**config.mk**
```make
export PLATFORM = sky130hd
export DESIGN_NAME = spi_mstr_gen2
export DESIGN_NICKNAME = d
export VERILOG_FILES = /design/src/rtl/spi_pkg.sv /design/src/rtl/spi_sclk_div.sv /design/src/rtl/spi_mstr_gen2.sv
export SDC_FILE = /design/constraint.sdc
export NUM_CORES = 1
export LEC_CHECK = 0
export ABC_AREA = 1
export CAP_MARGIN = 20
export CORE_MARGIN = 1
export CORE_UTILIZATION = 53
export DETAILED_ROUTE_END_ITERATION = 7
export GPL_TIMING_DRIVEN = 0
export PLACE_DENSITY = 0.8
export SETUP_SLACK_MARGIN = 0.02
export SLEW_MARGIN = 10
export SYNTH_ARGS = -nofsm -noshare
export SYNTH_HDL_FRONTEND = slang
export SYNTH_SLANG_ARGS = --single-unit
```
**constraint.sdc**
```tcl
create_clock -name clk -period 2.15 [get_ports clk]
set_input_delay 0.215 -clock clk [delete_from_list [all_inputs] [get_ports clk]]
set_output_delay 0.215 -clock clk [all_outputs]
set_load 0.03 [all_outputs]
```
**src/rtl/spi_pkg.sv**
```systemverilog
// Shared types and constants for the SPI master.
package spi_pkg;

    typedef enum logic [2:0] {
        StIdle,
        StFront,
        StShift,
        StBack,
        StHold
    } spi_state_t;

    typedef struct packed {
        logic cpol;
        logic cpha;
    } spi_mode_t;

    localparam spi_mode_t MODE0 = '{cpol: 1'b0, cpha: 1'b0};
    localparam spi_mode_t MODE1 = '{cpol: 1'b0, cpha: 1'b1};
    localparam spi_mode_t MODE2 = '{cpol: 1'b1, cpha: 1'b0};
    localparam spi_mode_t MODE3 = '{cpol: 1'b1, cpha: 1'b1};

endpackage

```
**src/rtl/spi_sclk_div.sv**
```systemverilog
// SCLK divider: free-running counter while enabled. It produces a tick at every
// half-period boundary, and splits ticks into leading/trailing edge strobes by the counter MSB.
module spi_sclk_div #(
    parameter int unsigned DIV_LOG2 = 5
) (
    input  logic clk_i,
    input  logic rst_ni,
    input  logic en_i,
    input  logic clr_i,
    output logic tick_o,
    output logic lead_o,
    output logic trail_o
);

    localparam logic [DIV_LOG2-2:0] HalfMax = '1;

    logic [DIV_LOG2-1:0] cnt_q, cnt_d;

    assign tick_o  = en_i && (cnt_q[DIV_LOG2-2:0] == HalfMax);
    assign lead_o  = tick_o && !cnt_q[DIV_LOG2-1];
    assign trail_o = tick_o && cnt_q[DIV_LOG2-1];

    // Count while enabled; restart from zero when idle or when the parent changes phase.
    always_comb begin
        cnt_d = cnt_q + 1'b1;
        if (!en_i || clr_i) begin
            cnt_d = '0;
        end
    end

    // Counter register with synchronous reset.
    always_ff @(posedge clk_i) begin
        if (!rst_ni) begin
            cnt_q <= '0;
        end else begin
            cnt_q <= cnt_d;
        end
    end

endmodule

```
**src/rtl/spi_mstr_gen2.sv**
```systemverilog
// SPI master: one DATA_W-bit word per request, all four modes, NUM_SS selects,
// optional SS hold between words for bursts to the same slave.
module spi_mstr_gen2
    import spi_pkg::*;
#(
    parameter int unsigned DATA_W   = 16,
    parameter int unsigned DIV_LOG2 = 5,
    parameter int unsigned NUM_SS   = 2,
    localparam int unsigned SEL_W   = (NUM_SS > 1) ? $clog2(NUM_SS) : 1
) (
    input  logic              clk,
    input  logic              rst_n,
    input  logic              wrt,
    input  logic [DATA_W-1:0] cmd,
    input  logic [SEL_W-1:0]  ss_sel,
    input  logic [1:0]        mode,
    input  logic              hold_ss,
    input  logic              MISO,
    output logic              SCLK,
    output logic              MOSI,
    output logic [NUM_SS-1:0] SS_n,
    output logic              busy,
    output logic              done,
    output logic [DATA_W-1:0] rd_data
);

    localparam int unsigned       EDGE_W    = $clog2(2 * DATA_W);
    localparam logic [EDGE_W-1:0] LAST_EDGE = EDGE_W'(2 * DATA_W - 1);

    spi_state_t          state_q;
    logic [DATA_W-1:0]   sr_q;
    logic [DATA_W-1:0]   rd_q;
    logic [SEL_W-1:0]    sel_q;
    spi_mode_t           mode_q;
    logic                hold_q;
    logic                sclk_q;
    logic [NUM_SS-1:0]   ss_n_q;
    logic                busy_q;
    logic                done_q;
    logic                gap_q;   // one-cycle deselect before switching slaves out of HOLD
    logic                samp_q;
    logic [EDGE_W-1:0]   edge_cnt_q;

    logic wrt_ok;
    logic div_en;
    logic div_clr;
    logic tick;
    logic lead;
    logic trail;
    logic last_edge;

    // Active-low select pattern with only the addressed slave low.
    function automatic logic [NUM_SS-1:0] ss_mask(input logic [SEL_W-1:0] s);
        logic [NUM_SS-1:0] m;
        for (int unsigned i = 0; i < NUM_SS; i++) begin
            m[i] = (32'(s) != i);
        end
        return m;
    endfunction

    assign wrt_ok    = wrt && (32'(ss_sel) < NUM_SS);
    assign last_edge = (edge_cnt_q == LAST_EDGE);

    assign div_en  = ((state_q == StFront) && !gap_q) || (state_q == StShift) ||
                     (state_q == StBack);
    // SHIFT wraps naturally every period; FRONT/BACK end on a half period and must restart.
    assign div_clr = tick && (state_q != StShift);

    spi_sclk_div #(
        .DIV_LOG2 (DIV_LOG2)
    ) u_div (
        .clk_i   (clk),
        .rst_ni  (rst_n),
        .en_i    (div_en),
        .clr_i   (div_clr),
        .tick_o  (tick),
        .lead_o  (lead),
        .trail_o (trail)
    );

    // Transfer FSM with registered outputs.
    always_ff @(posedge clk) begin
        if (!rst_n) begin
            state_q    <= StIdle;
            sr_q       <= '0;
            rd_q       <= '0;
            sel_q      <= '0;
            mode_q     <= MODE0;
            hold_q     <= 1'b0;
            sclk_q     <= 1'b0;
            ss_n_q     <= '1;
            busy_q     <= 1'b0;
            done_q     <= 1'b0;
            gap_q      <= 1'b0;
            samp_q     <= 1'b0;
            edge_cnt_q <= '0;
        end else begin
            done_q <= 1'b0;
            unique case (state_q)
                StIdle: begin
                    if (wrt_ok) begin
                        state_q <= StFront;
                        sr_q    <= cmd;
                        sel_q   <= ss_sel;
                        mode_q  <= spi_mode_t'(mode);
                        hold_q  <= hold_ss;
                        sclk_q  <= mode[1];
                        ss_n_q  <= ss_mask(ss_sel);
                        busy_q  <= 1'b1;
                    end
                end
                StFront: begin
                    if (gap_q) begin
                        gap_q  <= 1'b0;
                        ss_n_q <= ss_mask(sel_q);
                    end else if (tick) begin
                        state_q    <= StShift;
                        edge_cnt_q <= '0;
                    end
                end
                StShift: begin
                    if (tick) begin
                        sclk_q     <= ~sclk_q;
                        edge_cnt_q <= edge_cnt_q + 1'b1;
                        if (lead) begin
                            if (!mode_q.cpha) begin
                                samp_q <= MISO;
                            end else if (edge_cnt_q != '0) begin
                                // First leading edge only launches the MSB already on MOSI.
                                sr_q <= {sr_q[DATA_W-2:0], samp_q};
                            end
                        end else if (trail) begin
                            if (!mode_q.cpha) begin
                                sr_q <= {sr_q[DATA_W-2:0], samp_q};
                            end else begin
                                samp_q <= MISO;
                                // No leading edge follows the last sample, so fold it in now.
                                if (last_edge) begin
                                    sr_q <= {sr_q[DATA_W-2:0], MISO};
                                end
                            end
                        end
                        if (last_edge) begin
                            state_q <= StBack;
                        end
                    end
                end
                StBack: begin
                    sclk_q <= mode_q.cpol;
                    if (tick) begin
                        done_q <= 1'b1;
                        busy_q <= 1'b0;
                        rd_q   <= sr_q;
                        if (hold_q) begin
                            state_q <= StHold;
                        end else begin
                            state_q <= StIdle;
                            ss_n_q  <= '1;
                        end
                    end
                end
                StHold: begin
                    if (wrt_ok) begin
                        sr_q   <= cmd;
                        sel_q  <= ss_sel;
                        mode_q <= spi_mode_t'(mode);
                        hold_q <= hold_ss;
                        sclk_q <= mode[1];
                        busy_q <= 1'b1;
                        if (ss_sel == sel_q) begin
                            state_q    <= StShift;
                            edge_cnt_q <= '0;
                        end else begin
                            state_q <= StFront;
                            ss_n_q  <= '1;
                            gap_q   <= 1'b1;
                        end
                    end
                end
                default: state_q <= StIdle;
            endcase
        end
    end

    assign SCLK    = sclk_q;
    assign MOSI    = sr_q[DATA_W-1];
    assign SS_n    = ss_n_q;
    assign busy    = busy_q;
    assign done    = done_q;
    assign rd_data = rd_q;

endmodule

```
After elaboration in Yosys (flattened, before gate mapping)
Index checks and enable logic that the tools add are counted.
{ "classes": {"bitwise_logic": 4, "reduce_logical": 34, "mux": 46, "addsub": 2, "n_eq_ne": 25} }
{ "ops": {"columns": ["op", "count"], "rows": [
  ["2-to-1 mux 16 bit", 8],
  ["case mux 16 bit (2 select lines)", 1],
  ["2-to-1 mux 5 bit", 5],
  ["2-to-1 mux 3 bit", 8],
  ["!= test 2 bit, second input constant", 12],
  ["AND reduction 7 bit", 3],
  ["case mux 3 bit (5 select lines)", 1],
  ["case mux 5 bit (3 select lines)", 1],
  ["2-to-1 mux 2 bit", 7],
  ["2-to-1 mux 1 bit", 11],
  ["adder 5 x 1 -> 5 bit, second input constant", 2],
  ["nonzero test 2 bit", 5],
  ["AND reduction 3 bit", 3],
  ["case mux 2 bit (4 select lines)", 1],
  ["equality test 3 x 2 -> 1 bit, second input constant", 2],
  ["!= test 3 x 2 -> 1 bit, second input constant", 2],
  ["!= test 3 bit, second input constant", 2],
  ["AND reduction 2 bit", 3],
  ["AND reduction 6 bit", 1],
  ["nonzero test 3 bit", 2],
  ["equality test 5 bit, second input constant", 1],
  ["logical AND 1 bit", 5],
  ["AND reduction 5 bit", 1],
  ["nonzero test 5 bit", 1],
  ["14 further kinds", 23]
]} }
{ "word_totals": {"register_bits": 56, "output_inout_bits": 22, "elab_cells": 126} }

Depth between registers and ports, before layout
Gate-level depths: netlist of run 1.
{ "depth": {"depth_word": 10, "ltp_mapped": 12} }

Modules after synthesis
From an unflattened synthesis of run 1, not the netlist that was laid out.
{ "hier_totals": {"hier_cells": 424, "area_unflattened_um2": 2854.0} }
{ "modules_own_cells": {"columns": ["mod", "area_each_um2", "cells_per_inst", "n_inst", "seq_area_each_um2"], "rows": [
  ["spi_mstr_gen2", 2635.0, 395, 1, 1021.0],
  ["spi_sclk_div", 219.0, 29, 1, 100.1]
]} }

Least setup slack after synthesis of run 1
OpenSTA, ideal clock, no wires.
{ "synth_timing": {"path_type": "reg2reg", "startpoint": "reg edge_cnt_q[0]", "endpoint": "reg sr_q[12]", "slack_ns": 0.578, "t_arrival_ns": 1.508, "path_stages_with_launch": 10, "required_time_ns": 2.086, "period_less_slack_ns": 1.572, "setup_time_ns": 0.064, "cell_sequence": "dfxtp_1 -> ha_1 -> nand2_1 -> nor2_1 -> ha_1 -> nor2_4 -> nand3_4 -> clkbuf_4 -> and3_2 -> nor2_1"} }
{ "synth_between": {"elab_chain_len": 3, "word_cells_on_any_way": 5, "cone_classes": "eq/ne (3); reduce/logical (2)"} }
{ "synth_lines": {"columns": ["item", "line", "source"], "rows": [
  ["start: declaration", "spi_mstr_gen2.sv:42", "logic [EDGE_W-1:0] edge_cnt_q;"],
  ["start signal: assignment", "spi_mstr_gen2.sv:124", "edge_cnt_q <= edge_cnt_q + 1'b1;"],
  ["equality test 5 bit or nonzero test 5 bit (tied branches)", "spi_mstr_gen2.sv:62, spi_mstr_gen2.sv:128", null],
  ["!= test 4 bit (no source line) or != test 3 x 2 -> 1 bit (tied branches)", null, null],
  ["AND reduction 7 bit (no source line) *", null, null],
  ["end signal: assignment", "spi_mstr_gen2.sv:103", "sr_q <= cmd;"],
  ["end signal: assignment", "spi_mstr_gen2.sv:130", "sr_q <= {sr_q[DATA_W-2:0], samp_q};"],
  ["end signal: assignment", "spi_mstr_gen2.sv:134", "sr_q <= {sr_q[DATA_W-2:0], samp_q};"],
  ["end: declaration", "spi_mstr_gen2.sv:31", "logic [DATA_W-1:0] sr_q;"]
]} }
Every way passes the cells marked *; elsewhere a longest branch is shown, timed or not.
A chain may end at the register's enable or synchronous reset.

Worst setup path in the final report of run 1
{ "layout_timing": {"startpoint": "reg state_q[2]", "endpoint": "reg edge_cnt_q[2]"} }
{ "layout_between": {"elab_chain_len": 7, "word_cells_on_any_way": 16, "cone_classes": "eq/ne (9); mux (1); reduce/logical (6)"} }
{ "layout_lines": {"columns": ["item", "line", "source"], "rows": [
  ["start: declaration", "spi_mstr_gen2.sv:30", "spi_state_t state_q;"],
  ["start signal: assignment", "spi_mstr_gen2.sv:84", "state_q <= StIdle;"],
  ["start signal: assignment", "spi_mstr_gen2.sv:102", "state_q <= StFront;"],
  ["start signal: assignment", "spi_mstr_gen2.sv:117", "state_q <= StShift;"],
  ["equality test 3 x 1 -> 1 bit", "spi_mstr_gen2.sv:64, spi_mstr_gen2.sv:99", null],
  ["logical AND 1 bit", "spi_mstr_gen2.sv:64", "assign div_en = ((state_q == StFront) && !gap_q) || (state_q == StShift) ||"],
  ["logical OR 1 bit (2 in series)", "spi_mstr_gen2.sv:64", null],
  ["logical AND 1 bit", "spi_sclk_div.sv:19", "assign tick_o = en_i && (cnt_q[DIV_LOG2-2:0] == HalfMax);"],
  ["!= test 2 bit (no source line)", null, null],
  ["AND reduction 6 bit (no source line)", null, null]
]} }
Parallel ways exist; a longest one is shown, timed or not.

==> results of run 1 <==
[worst paths after layout]
check | end | startpoint | cells after the start | slack, ps
max | edge_cnt_q[2] | state_q[2] | 10 | 260
min | rd_data[1] | rst_n | 3 | 160
max reg2reg | edge_cnt_q[2] | state_q[2] | 10 | 260
min reg2reg | u_div.cnt_q[0] | u_div.cnt_q[0] | 1 | 460
[logic make-up after synthesis]
kind of cell,after synthesis
and+or+nand+nor,188
AOI/OAI and AO/OA,78
buffers and inverters,57
DFF,56
adders and majority gates,4
xor gates and xnor gates,2
[synthesized netlist by cell type]
| master | number | share of area, % |
|---|---|---|
| nand2_1 | 73 | 9.9 |
| nor2_1 | 57 | 7.7 |
| dfxtp_1 | 56 | 41 |
| a21oi_1 | 48 | 8.7 |
| inv_1 | 38 | 5.2 |
| o21ai_0 | 25 | 4.5 |
| nand3_1 | 13 | 2.4 |
| and3_2 | 10 | 2.7 |
| buf_2 | 6 | 1.1 |
| and3_1 | 5 | 1.1 |
| nand2_2 | 5 | 1.1 |
| ha_1 | 4 | 1.8 |
| inv_2 | 4 | 0.54 |
| nand4_1 | 4 | 0.91 |
| nor2_2 | 4 | 0.91 |
| clkbuf_1 | 3 | 0.41 |
| nand2_4 | 3 | 1.2 |
| nor2_4 | 3 | 1.2 |
| nor3_1 | 3 | 0.54 |
| a211oi_1 | 2 | 0.54 |
| buf_6 | 2 | 0.82 |
| clkbuf_8 | 2 | 1.0 |
| nand3_2 | 2 | 0.72 |
| nand3_4 | 2 | 1.3 |
| nand3b_1 | 2 | 0.54 |
| nor3b_1 | 2 | 0.54 |
| xor2_1 | 2 | 0.63 |
| a22oi_1 | 1 | 0.27 |
| buf_1 | 1 | 0.14 |
| clkbuf_4 | 1 | 0.27 |
| o211ai_1 | 1 | 0.27 |
| o21ai_2 | 1 | 0.32 |
[sequential cells by signal (all words and copies together) (netlist names)]
register	count
SCLK	1
SS_n	2
busy	1
done	1
edge_cnt_q	5
gap_q	1
hold_q	1
mode_q	2
rd_data	16
samp_q	1
sel_q	1
sr_q	16
state_q	3
u_div.cnt_q	5
[power by group through the flow]
stage / clock network (µW) / registers (µW) / logic, µW
2_1_floorplan: 0 / 1480 / 1470
3_3_place_gp: 0 / 1410 / 1970
3_5_place_dp: 0 / 1410 / 2000
4_1_cts: 576 / 1390 / 2010
5_1_grt: 613 / 1420 / 2270
6_report: 566 / 1390 / 2020
[metrics by stage]
step                      cell area, µm²  utilization [%]  power [µW]  hold slack, ps
after floorplan                     2760                -        2950             379
after global placement              3290             67.3        3370             433
after detailed placement            3290             67.3        3410             444
after CTS                           3370             69.0        3980             158
after global routing                3370             69.0        4300             180
final                               3370             69.0        3980             162
[layer usage]
metal | GRT usage (%) | vias to the layer above | routed length (µm)
met1 | 32.7 | 1171 | 3040
met5 | 0 | - | 0
li1 | - | 1342 | -
met2 | 40.3 | 57 | 2960
met4 | 7.05 | 0 | 71
met3 | 4.07 | 7 | 264
[cell usage in the layout, fill, tap and decap left out, drive strengths merged, types with 3 or more instances in the layout]
cell / instances
a21oi: 48
and3: 15
buf: 9
clkbuf: 11
clkdlybuf4s50: 44
dfxtp: 56
ha: 4
inv: 42
nand2: 81
nand3: 17
nand4: 4
nor2: 64
nor3: 3
o21ai: 26
[tightest hold or removal path, cell delays in order]
cell and delay (ps):
buf_6 110, o21ai_0 70, a21oi_1 40
[cell type report]
cell class | instances | area share, %
sequential | 56 | 33.3
clock buffer | 5 | 2.04
multi-input combinational | 272 | 41.0
clock inverter | 2 | 0.372
timing repair buffer | 44 | 13.1
buffer | 15 | 3.05
tap | 67 | 2.49
inverter | 42 | 4.68
==> results.md, run 1 <==
• 32 — Synth cell types
• 0.00146 µW — cell leakage power
• 12.6 ps — worst setup skew after layout
• complete, no violations — status
• 56.6% — starting density of the core
• 0 — number of antenna cells inserted
• 1890 ps — Final min period
• 0 — PostCTS Resize Cnt
• 6330 µm — total wire length
• 1740 µW — net switching power
• in2reg — worst min-delay path category
• 35.0% — Seq pwr share
• 43.8% — switching share of power
• simple AND/OR/NAND/NOR gates — gate family responsible for the most delay along the worst path
• 11.9% — fraction of layout instances using a drive strength above 1
• 164 — iteration-0 DRC count of the detailed router
• 2340 ps — data required time at the worst endpoint
• 0 — DRC violations left
• 413 — Post-Syn Nets
• 2 — number of buffer and inverter stages on the critical path
• 2 — H-tree levels
• 7.17 µm² — Avg Cell Area, Syn
• 0.634% — XOR/XNOR Fraction of Synth Area
• 0 — ANT nets after route
• 1180 nW/µm² — power density of the placed cells
• 2080 ps — Arr. time, crit path
• 4880 µm² — area of the core region
• 0 ps — final-layout setup total negative slack
• 2240 µW — Power Internal
• 25 — number of rows created at floorplan
• 5500 µm² — die area
• 68.2% — tightest slew margin relative to the limit
• 259 ps — min setup slack post-route
• 100 ps — clk slew on worst S/H paths
• 447 — # fillers
• 10,300 µm — wire length of the first global-routing pass
• 74.2 µm — width of the die
• 8 — worst-path maximum fanout
• 0 — overflow left after global routing
• 74.2 µm — height of the die
• 21.9% — area growth from synthesis to layout
• 44 — port buffer count
• 2,577 — vias after detailed routing
• 2,285 — vias in the first global route
• simple AND/OR/NAND/NOR gates — dominant combinational cell family by area after synthesis
• 0 — Synth warnings
• 5.12 — vias per cell
• 1120 µm² — sequential standard cell area
• 320 ps — latest clock arrival within the worst-skew pair
• 380 ps — delay of the slowest critical-path stage
• 464 — Total Nets Final
• 0 — antenna violations before repair
• 4610 µm — post-detailed-placement half-perimeter wirelength
• 56 — # clock sinks
• 0 — Final Slew Violations
• 1380 µm² — area used by multi-input combinational logic
• 0 — number of maximum-capacitance constraint violations
• 14.2% — Clk pwr share
• done — CTS tree
• 0 — Hold Violations, Final
• nand2_1 — CP most frequent cell
• 385 — post-synthesis instance total
• 2 — maximum count of clock buffers along a single path
• 5 — number of buffers created by CTS
• 40.6% — sequential fraction of the synthesis area
• 24.4% — overall fraction of global-route tracks in use
• 0 — post-CTS setup repair buffer count
• 0.720 mV — worst vdd ir
• 2760 µm² — post-synthesis instance area
• 0.839 — routability congestion estimate
• 56 — post-synthesis register bit count
• 529 MHz — top achievable clock speed
• 5 — DR pass1 iterations
• 1.81% — Adder-Cell Fraction of Synth Area
• reg2reg — kind of critical path
• 225 ps — pre-CTS setup slack
• 474 ps — transition time of the tightest slew-check pin
• register — crit path launch type
• 496 — number of cells in the design after placement
• register — critical path endpoint category
• 503 — filler-free cell count of the finished design
• 17 — largest net degree at the start of global routing
• 46 — number of top-level pins
• 50.8% — Logic pwr share
• 32.9% — Synth Area in Simple Gates
• false — RSZ-0062 raised after global routing
• 12.6 µm — wire length per cell
• 14.6% — share of the synthesized area in compound gates (AO/OA/AOI/OAI)
• inv_2 > nand2_4 > nor2_4 > inv_2 > nand2_1 > nor2_1 > nor2_1 > nand2_1 > nand2_1 > a21oi_1 — list of cells traversed by the critical path
• 0 — setup violators final
• clkbuf_8 — cell at the root of the clock tree
• 88.0% — ratio of final minimum period to clock period
• 0 — hold-fix buffers at CTS
• dfxtp_1 — Slowest-stage cell, CP
• 0% — mux contribution to synthesized area
Power figures use the tool's default switching activity.
==> inputs of run 2 (changes only) <==
GPL_ROUTABILITY_DRIVEN = 0   (was not set)
MAX_ROUTING_LAYER = met4   (was not set)
==> results.md, run 2 (synthesis results as in run 1) <==
• 56.6% — starting density of the core, unchanged
• 2 — H-tree levels, unchanged
• register — crit path launch type, unchanged
• 56 — # clock sinks, unchanged
• 10 — depth of the worst register-to-register path, unchanged
• 40.3% — met2 Track Usage GR, unchanged
• 2080 ps — Arr. time, crit path, about the same
• 12.6 µm — wire length per cell, about the same
• state_q[2] — worst reg2reg path startpoint, unchanged
• 5 — DR pass1 iterations, unchanged
• 12.3 ps — worst setup skew after layout, was 12.6 ps
• 25.1% — overall fraction of global-route tracks in use, was 24.4%
• 168 — iteration-0 DRC count of the detailed router, was 164
• 17 — largest net degree at the start of global routing, unchanged
• 74.2 µm — height of the die, unchanged
• 100 ps — clk slew on worst S/H paths, about the same
• rst_n — launch point of the worst hold path, unchanged
• dfxtp_1 — Slowest-stage cell, CP, unchanged
• nand2_1, nor2_1, dfxtp_1, a21oi_1, clkdlybuf4s50_1 — leading cell types in the layout, fill and taps excluded, unchanged
• 5 — number of buffers created by CTS, unchanged
• 5.14 — vias per cell, was 5.12
• met2 — layer carrying the most global-route usage, unchanged
• done — CTS tree, unchanged
• simple AND/OR/NAND/NOR gates — gate family responsible for the most delay along the worst path, unchanged
• 0 — PostCTS Resize Cnt, unchanged
• 2 — maximum count of clock buffers along a single path, unchanged
• 21.9% — area growth from synthesis to layout, unchanged
• 0.721 mV — worst vdd ir, was 0.720 mV
• inv_2 > nand2_4 > nor2_4 > inv_2 > nand2_1 > nor2_1 > nor2_1 > nand2_1 > nand2_1 > a21oi_1 — list of cells traversed by the critical path, unchanged
• register — critical path endpoint category, unchanged
• 464 — Total Nets Final, unchanged
• 258 ps — min setup slack post-route, was 259 ps
• 88.0% — ratio of final minimum period to clock period, about the same
• 0 — post-CTS setup repair buffer count, unchanged
• 529 MHz — top achievable clock speed, about the same
• 0 — Hold Violations, Final, unchanged
• 46 — number of top-level pins, unchanged
• clkbuf_8 — cell at the root of the clock tree, unchanged
• 3290 µm² — placed instance area, unchanged
• 2,285 — vias in the first global route, unchanged
• complete, no violations — status, unchanged
• in2reg — worst min-delay path category, unchanged
• 2340 ps — data required time at the worst endpoint, about the same
• 0 — overflow left after global routing, unchanged
• 74.2 µm — width of the die, unchanged
• 0 — antenna violations before repair, unchanged
• 6330 µm — total wire length, about the same
• 32.7% — met1 Usage GRT, unchanged
• 0 ps — final-layout setup total negative slack, unchanged
• 44 — port buffer count, unchanged
• 2 — number of buffer and inverter stages on the critical path, unchanged
• 10,300 µm — wire length of the first global-routing pass, unchanged
• 225 ps — pre-CTS setup slack, unchanged
• 66.9% — tightest slew margin relative to the limit, was 68.2%
• 4880 µm² — area of the core region, unchanged
• 2,586 — vias after detailed routing, was 2,577
• 0 — ANT nets after route, unchanged
• 1890 ps — Final min period, about the same
• false — RSZ-0062 raised after global routing, unchanged
• 4610 µm — post-detailed-placement half-perimeter wirelength, unchanged
• 0 — DRC violations left, unchanged
• nand2_1 — most common cell after layout, fill and taps aside, unchanged
• 164 ps — final hold slack, was 162 ps
• 260 ps — setup slack of the most critical reg-to-reg path, about the same
• 5500 µm² — die area, unchanged
• edge_cnt_q[2] — destination of the worst register-to-register timing path, unchanged
• reg2reg — kind of critical path, unchanged
• 380 ps — delay of the slowest critical-path stage, about the same
• 3370 µm² — final design area excluding fillers, unchanged
• 0 — number of antenna cells inserted, unchanged
• 310 ps — latest clock arrival within the worst-skew pair, was 320 ps
• 496 ps — transition time of the tightest slew-check pin, was 474 ps
• nand2_1 — CP most frequent cell, unchanged
• 0 — hold-fix buffers at CTS, unchanged
• 0 — setup violators final, unchanged
• 0.00146 µW — cell leakage power, unchanged
• 1180 nW/µm² — power density of the placed cells, about the same
• 11.9% — fraction of layout instances using a drive strength above 1, unchanged
• state_q[2] — Worst Setup SP, unchanged
• 0 — Final Slew Violations, unchanged
• 3 — count of cells along the worst hold path, unchanged
• 25 — number of rows created at floorplan, unchanged
• 0 — number of maximum-capacitance constraint violations, unchanged
• rd_data[1] — sink of the worst hold path, unchanged
• 8 — worst-path maximum fanout, unchanged
• 4.07% — GR Util met3, unchanged
run 2: cell counts in the layout (fill, tap and decap cells not counted):
Identical to the previous run, type by type.
run 2: worst max-delay path by stage:
stage               cells past startpoint  slack, ps            end
finish                                 10        260  edge_cnt_q[2]
global route                           10         40  edge_cnt_q[2]
global placement                        9        210        sr_q[0]
CTS                                    10        300       sr_q[12]
detailed placement                      8        220       sr_q[12]
floorplan                               9        580       sr_q[12]
run 2: worst reg2reg max path, stage by stage (launching register included):
cell	delay (ps)
dfxtp_1	380
inv_2	100
nand2_4	80
nor2_4	220
inv_2	130
nand2_1	100
nor2_1	60
nor2_1	340
nand2_1	210
nand2_1	100
a21oi_1	60
run 2: per-stage QoR:
step	utilization, %	total power, µW	instances
after global routing	69.0	4300	503
after floorplan	-	2950	385
after global placement	67.3	3370	496
after CTS	69.0	3980	503
final	69.0	3980	503
after detailed placement	67.3	3410	496
run 2: final cells by class:
class / instances / area [µm²]
timing repair buffer: 44 / 440
clock inverter: 2 / 12.5
clock buffer: 5 / 68.8
tap: 67 / 83.8
inverter: 42 / 158
buffer: 15 / 103
sequential: 56 / 1120
fill: 447 / 1510
multi-input combinational: 272 / 1380
run 2: per-layer routing:
metal  routed length (µm)  part of all wire, %  vias up
met1                 3070                   49     1177
met5                    0                    0        -
met4                   71                  1.1        0
met2                 2930                   46       58
li1                     -                    -     1344
met3                  259                  4.1        7
run 2: where the power goes:
group / total, µW / leakage, µW / switching [µW] / internal, µW
Combinational: 2020 / 0.000962 / 1280 / 746
Clock: 566 / 0.0000400 / 344 / 222
Sequential: 1390 / 0.000457 / 120 / 1270
Total: 3980 / 0.00146 / 1740 / 2240
